### config.mk
export PLATFORM = sky130hd
export DESIGN_NAME = neuron_sample_feeder
export DESIGN_NICKNAME = d
export VERILOG_FILES = /design/src/rtl/neuron_sample_feeder.sv
export SDC_FILE = /design/constraint.sdc
export NUM_CORES = 1
export LEC_CHECK = 0
export ABC_AREA = 1
export CORE_MARGIN = 2
export CORE_UTILIZATION = 63
export DETAILED_ROUTE_END_ITERATION = 16
export PLACE_DENSITY_LB_ADDON = 0.12
export SETUP_SLACK_MARGIN = 0.15
export SLEW_MARGIN = 10
export SYNTH_ARGS = -nofsm -noshare
export SYNTH_HDL_FRONTEND = slang
export SYNTH_SLANG_ARGS = --single-unit
### constraint.sdc
create_clock -name clk -period 6.9 [get_ports clk]
set_clock_uncertainty 0.1 [all_clocks]
set_input_delay 0.69 -clock clk [delete_from_list [all_inputs] [get_ports clk]]
set_output_delay 0.69 -clock clk [all_outputs]
set_load 0.05 [all_outputs]
### src/rtl/neuron_sample_feeder.sv
// neuron_sample_feeder
// Holds up to DEPTH training samples and streams them to the two-input neuron,
// one per data request, wrapping into epochs until the neuron reports done or
// the epoch limit is reached. The final weights and bias are then captured.
module neuron_sample_feeder #(
    parameter int DEPTH      = 32,
    parameter int ADDR_W     = 5,
    parameter int MAX_EPOCHS = 255
) (
    input  logic              clk,
    input  logic              rst,
    input  logic              wrEn,
    input  logic [ADDR_W-1:0] wrAddr,
    input  logic [6:0]        wrX1,
    input  logic [6:0]        wrX2,
    input  logic [1:0]        wrT,
    input  logic [ADDR_W:0]   sampleCount,
    input  logic              go,
    output logic [6:0]        X1Bus,
    output logic [6:0]        X2Bus,
    output logic [1:0]        tBus,
    output logic [31:0]       nBus,
    output logic              start,
    input  logic              readyToGetData,
    input  logic              done,
    input  logic [13:0]       W1,
    input  logic [13:0]       W2,
    input  logic [13:0]       Bias,
    output logic [13:0]       W1Out,
    output logic [13:0]       W2Out,
    output logic [13:0]       BiasOut,
    output logic              busy,
    output logic              resultValid,
    output logic              timeout
);

    typedef enum logic [1:0] {
        S_IDLE,
        S_START,
        S_FEED,
        S_DONE
    } state_t;

    localparam logic [ADDR_W:0] DEPTH_C     = (ADDR_W+1)'(DEPTH);
    localparam logic [15:0]     MAX_EPOCH_C = 16'(MAX_EPOCHS);

    // Sample table entry: {x1, x2, t}
    logic [15:0] table_mem [DEPTH];

    state_t              state_q, state_d;
    logic [ADDR_W-1:0]   idx_q, idx_d;
    logic [15:0]         epoch_q, epoch_d;
    logic [ADDR_W:0]     n_q, n_d;
    logic [13:0]         w1_q, w1_d;
    logic [13:0]         w2_q, w2_d;
    logic [13:0]         bias_q, bias_d;
    logic                timeout_q, timeout_d;

    logic                idle_like;
    logic                go_ok;
    logic                last_sample;
    logic [15:0]         epoch_inc;

    assign idle_like   = (state_q == S_IDLE) || (state_q == S_DONE);
    assign go_ok       = go && (sampleCount != '0) && (sampleCount <= DEPTH_C);
    assign last_sample = (idx_q == ADDR_W'(n_q - 1'b1));
    assign epoch_inc   = epoch_q + 16'd1;

    // Table write port, open only while no run is in progress.
    // NOTE: the sample table carries no reset; its contents are undefined until written.
    always_ff @(posedge clk) begin
        if (wrEn && idle_like) begin
            table_mem[wrAddr] <= {wrX1, wrX2, wrT};
        end
    end

    // State and datapath registers.
    // NOTE: sequential state uses non-blocking assignments so every register samples pre-edge values.
    always_ff @(posedge clk or posedge rst) begin
        if (rst) begin
            state_q   <= S_IDLE;
            idx_q     <= '0;
            epoch_q   <= '0;
            n_q       <= '0;
            w1_q      <= '0;
            w2_q      <= '0;
            bias_q    <= '0;
            timeout_q <= 1'b0;
        end else begin
            state_q   <= state_d;
            idx_q     <= idx_d;
            epoch_q   <= epoch_d;
            n_q       <= n_d;
            w1_q      <= w1_d;
            w2_q      <= w2_d;
            bias_q    <= bias_d;
            timeout_q <= timeout_d;
        end
    end

    // Next-state logic: run start, sample advance, epoch wrap and result capture.
    // NOTE: every variable gets a hold default first so no path leaves a latch.
    always_comb begin
        state_d   = state_q;
        idx_d     = idx_q;
        epoch_d   = epoch_q;
        n_d       = n_q;
        w1_d      = w1_q;
        w2_d      = w2_q;
        bias_d    = bias_q;
        timeout_d = timeout_q;

        unique case (state_q)
            S_IDLE, S_DONE: begin
                if (go_ok) begin
                    n_d       = sampleCount;
                    idx_d     = '0;
                    epoch_d   = '0;
                    timeout_d = 1'b0;
                    state_d   = S_START;
                end
            end
            S_START: begin
                state_d = S_FEED;
            end
            S_FEED: begin
                if (done) begin
                    // Neuron finished: capture and leave idx where it is.
                    w1_d    = W1;
                    w2_d    = W2;
                    bias_d  = Bias;
                    state_d = S_DONE;
                end else if (readyToGetData) begin
                    if (last_sample) begin
                        idx_d   = '0;
                        epoch_d = epoch_inc;
                        if (epoch_inc == MAX_EPOCH_C) begin
                            w1_d      = W1;
                            w2_d      = W2;
                            bias_d    = Bias;
                            timeout_d = 1'b1;
                            state_d   = S_DONE;
                        end
                    end else begin
                        idx_d = idx_q + 1'b1;
                    end
                end
            end
            default: begin
                state_d = S_IDLE;
            end
        endcase
    end

    assign {X1Bus, X2Bus, tBus} = table_mem[idx_q];
    assign nBus        = {{(32-ADDR_W-1){1'b0}}, n_q};
    assign start       = (state_q == S_START);
    assign busy        = (state_q == S_START) || (state_q == S_FEED);
    assign resultValid = (state_q == S_DONE);
    assign timeout     = timeout_q;
    assign W1Out       = w1_q;
    assign W2Out       = w2_q;
    assign BiasOut     = bias_q;

endmodule

==> flow_summary.toml <==
[outcome]
status = "completed"

[synthesis]
synth_ff_type = "edfxtp_1"
synth_top_area_frac = 0.648
ys_types = 39
async_flop_share = 0.123
synth.area.top_cells = "edfxtp_1 65%, dfrtp_1 7.6%, o21ai_0 6.1%"
synth.avg_cell_area_um2 = 12.2
synth_edf_count = 512
ys_ff_latch = 584
yosys_warnings = 0
synth_largest_area_cell = "edfxtp_1"
synthCells = 1940
synth_area_um2 = 23700
ys_seq_area_frac = 0.724

[layout]
fin_util = 0.731
final_cell_mix = "512 x edfxtp_1, 332 x nor2_1, 289 x o21ai_0"
final_cells = 2627
nets = 2154
layout-drive-gt1-share = 0.0728
fin_area_um2 = 27400
mostFrequentLayoutCell = "edfxtp_1"
final.fill_count = 2512
syn2layout_area_growth_pct = 15.4

[timing]
fin_crit_ns = 5.39
fin_setup_tns_ns = 0
slew_viol_final = 0
min_period_over_period = 0.781
max_freq_mhz = 186
grt_setup_unrepaired = "false"
hold_ws_ns = 0.368
setup_viol = 0
tightestPinTransition_ns = 1.22
setup_ws_ns = 1.51
relSlewSlack = 0.184
hold_violations = 0

[clock_tree]
cts.sinks = 584
clock_path_buffers = 3
cts_tree = "done"
numCtsBuffers = 56
postCtsSetupBuffers = 0
cts_root_buf = "clkbuf_16"
clkLatencyLatePin_ns = 0.59
htree_levels = 2
ctsHoldBuffers = 0
ctsResizeCount = 0
clk_pin_slew_ns = 0.06

[drt]
first_pass_iters = 6
ant_nets = 0
vias_per_cell = 6.16
wl_per_cell_um = 22.7
first_iter_violations = 1690
drc = 0
vias = 16200
wirelength_um = 59800

[placement]
dp_hpwl_um = 34200
port-buffer-count = 142
placed_cell_area_um2 = 25600
place.gp.congestion = 0.881
dp.cells = 2524
pre_cts_slack_ns = 2.20

[power_and_ir_drop]
power.density_nw_per_um2 = 382
intPower_mw = 6.71
vdd_drop_max_uv = 570
comb_power_share = 0.315
totalPowerFinal_mw = 10.4
p_seq_frac = 0.404
swShare = 0.358
clockPowerShare = 0.281
p_sw_mw = 3.74
leakage_nw = 9.54

[floorplanning]
die_w_um = 198
core-area_um2 = 37400
initial_utilization = 0.634
die_area_um2 = 39200
die_y_um = 198
io_pins = 169
rows = 71

[flow_run]
drv_cap = 0

[setup_path]
cp.arrival_ns = 4.60
end_kind = "primary output"
critPathMaxStageDelay_ns = 0.94
crit_chain = "buf_4 -> o21ai_0 -> o22ai_1 -> nor2_1 -> o211a_1 -> a31oi_1 -> clkdlybuf4s50_1"
critical_path_class = "flop to primary output"
worstPathMaxFanout = 84
crit_slowest_cell = "dfrtp_4"
crit_required_ns = 6.11
start_kind = "flop"

[global_route]
grt_use_total = 0.308
grt_start_max_net_pins = 105
grt_overflow = 0
grt_pass1_vias = 15800
grt_pass1_wl_um = 89500
grt_antenna_before_repair = 1

[min_path]
hold_class = "flop to flop"
-- sequential cells by signal (all words and copies together), names as in the netlist --
register   count
BiasOut       14
W1Out         14
W2Out         14
epoch_q       16
idx_q          5
n_q            6
state_q        2
table_mem    512
timeout        1
-- synthesized netlist by cell type (8+ instances only) --
master	number
nor2_1	333
o221ai_1	31
o21ai_0	289
o22ai_1	94
buf_4	30
inv_1	46
ha_1	8
edfxtp_1	512
a21oi_1	27
dfrtp_1	72
clkbuf_1	99
o211ai_1	9
a31oi_1	25
nand3_1	92
o211a_1	8
buf_2	14
nand2_1	194
-- final timing paths --
check,start,end,slack [ns],cells after the start
setup / recovery,idx_q[0],X1Bus[5],1.51,7
hold / removal,W1Out[4],W1Out[4],0.37,2
setup reg to reg,idx_q[0],W1Out[2],3.93,11
hold reg to reg,W1Out[4],W1Out[4],0.37,2
max in group asynchronous,rst,idx_q[1],5.43,3
min in group asynchronous,rst,state_q[0],0.59,3
-- power by group through the flow --
| stage | Combinational [mW] | Clock, mW | Sequential, mW |
|---|---|---|---|
| after detailed placement | 3.26 | 0 | 4.29 |
| after floorplan | 1.80 | 0 | 4.66 |
| after global placement | 3.20 | 0 | 4.28 |
| after global routing | 3.52 | 3.11 | 4.25 |
| after CTS | 3.28 | 2.97 | 4.22 |
| final | 3.29 | 2.94 | 4.22 |
-- per-layer routing --
| layer | vias to the layer above | routed length [um] | GRT usage |
|---|---|---|---|
| met3 | 165 | 5680 | 0.0567 |
| met5 | - | 0 | 0 |
| met1 | 7839 | 22300 | 0.397 |
| met4 | 0 | 2880 | 0.161 |
| li1 | 7271 | - | - |
| met2 | 911 | 28900 | 0.505 |
-- cells by family (layout without fill, tap and decap cells) --
family / Yosys count / after routing / share of synthesized area
buffers and inverters: 199 / 349 / 0.0383
AO/OA/AOI/OAI: 491 / 491 / 0.118
multiplexers: 1 / 1 / 0.000475
XOR/XNOR: 9 / 9 / 0.00332
flip-flops: 584 / 584 / 0.724
other: 1 / 27 / 0.000158
adder cells (fa/ha/maj): 8 / 8 / 0.00422
AND/OR/NAND/NOR: 647 / 647 / 0.111
-- final cells by class --
cell class | count | area (um2) | area share
timing repair buffer | 198 | 1850 | 0.0677
antenna | 1 | 2.50 | 0.0000915
inverter | 49 | 190 | 0.00695
sequential | 584 | 17200 | 0.628
tap | 511 | 639 | 0.0234
clock inverter | 21 | 195 | 0.00714
clock buffer | 81 | 1570 | 0.0573
multi-input combinational | 1182 | 5730 | 0.209
-- critical path, delay by kind of cell, from the launching register on --
| kind | cells | cell delay (ns) |
|---|---|---|
| buffers and inverters | 2 | 1.70 |
| DFF | 1 | 0.94 |
| AOI/OAI and AO/OA | 4 | 1.17 |
| and+or+nand+nor | 1 | 0.13 |
No activity file was read; power rests on OpenSTA's default activity.
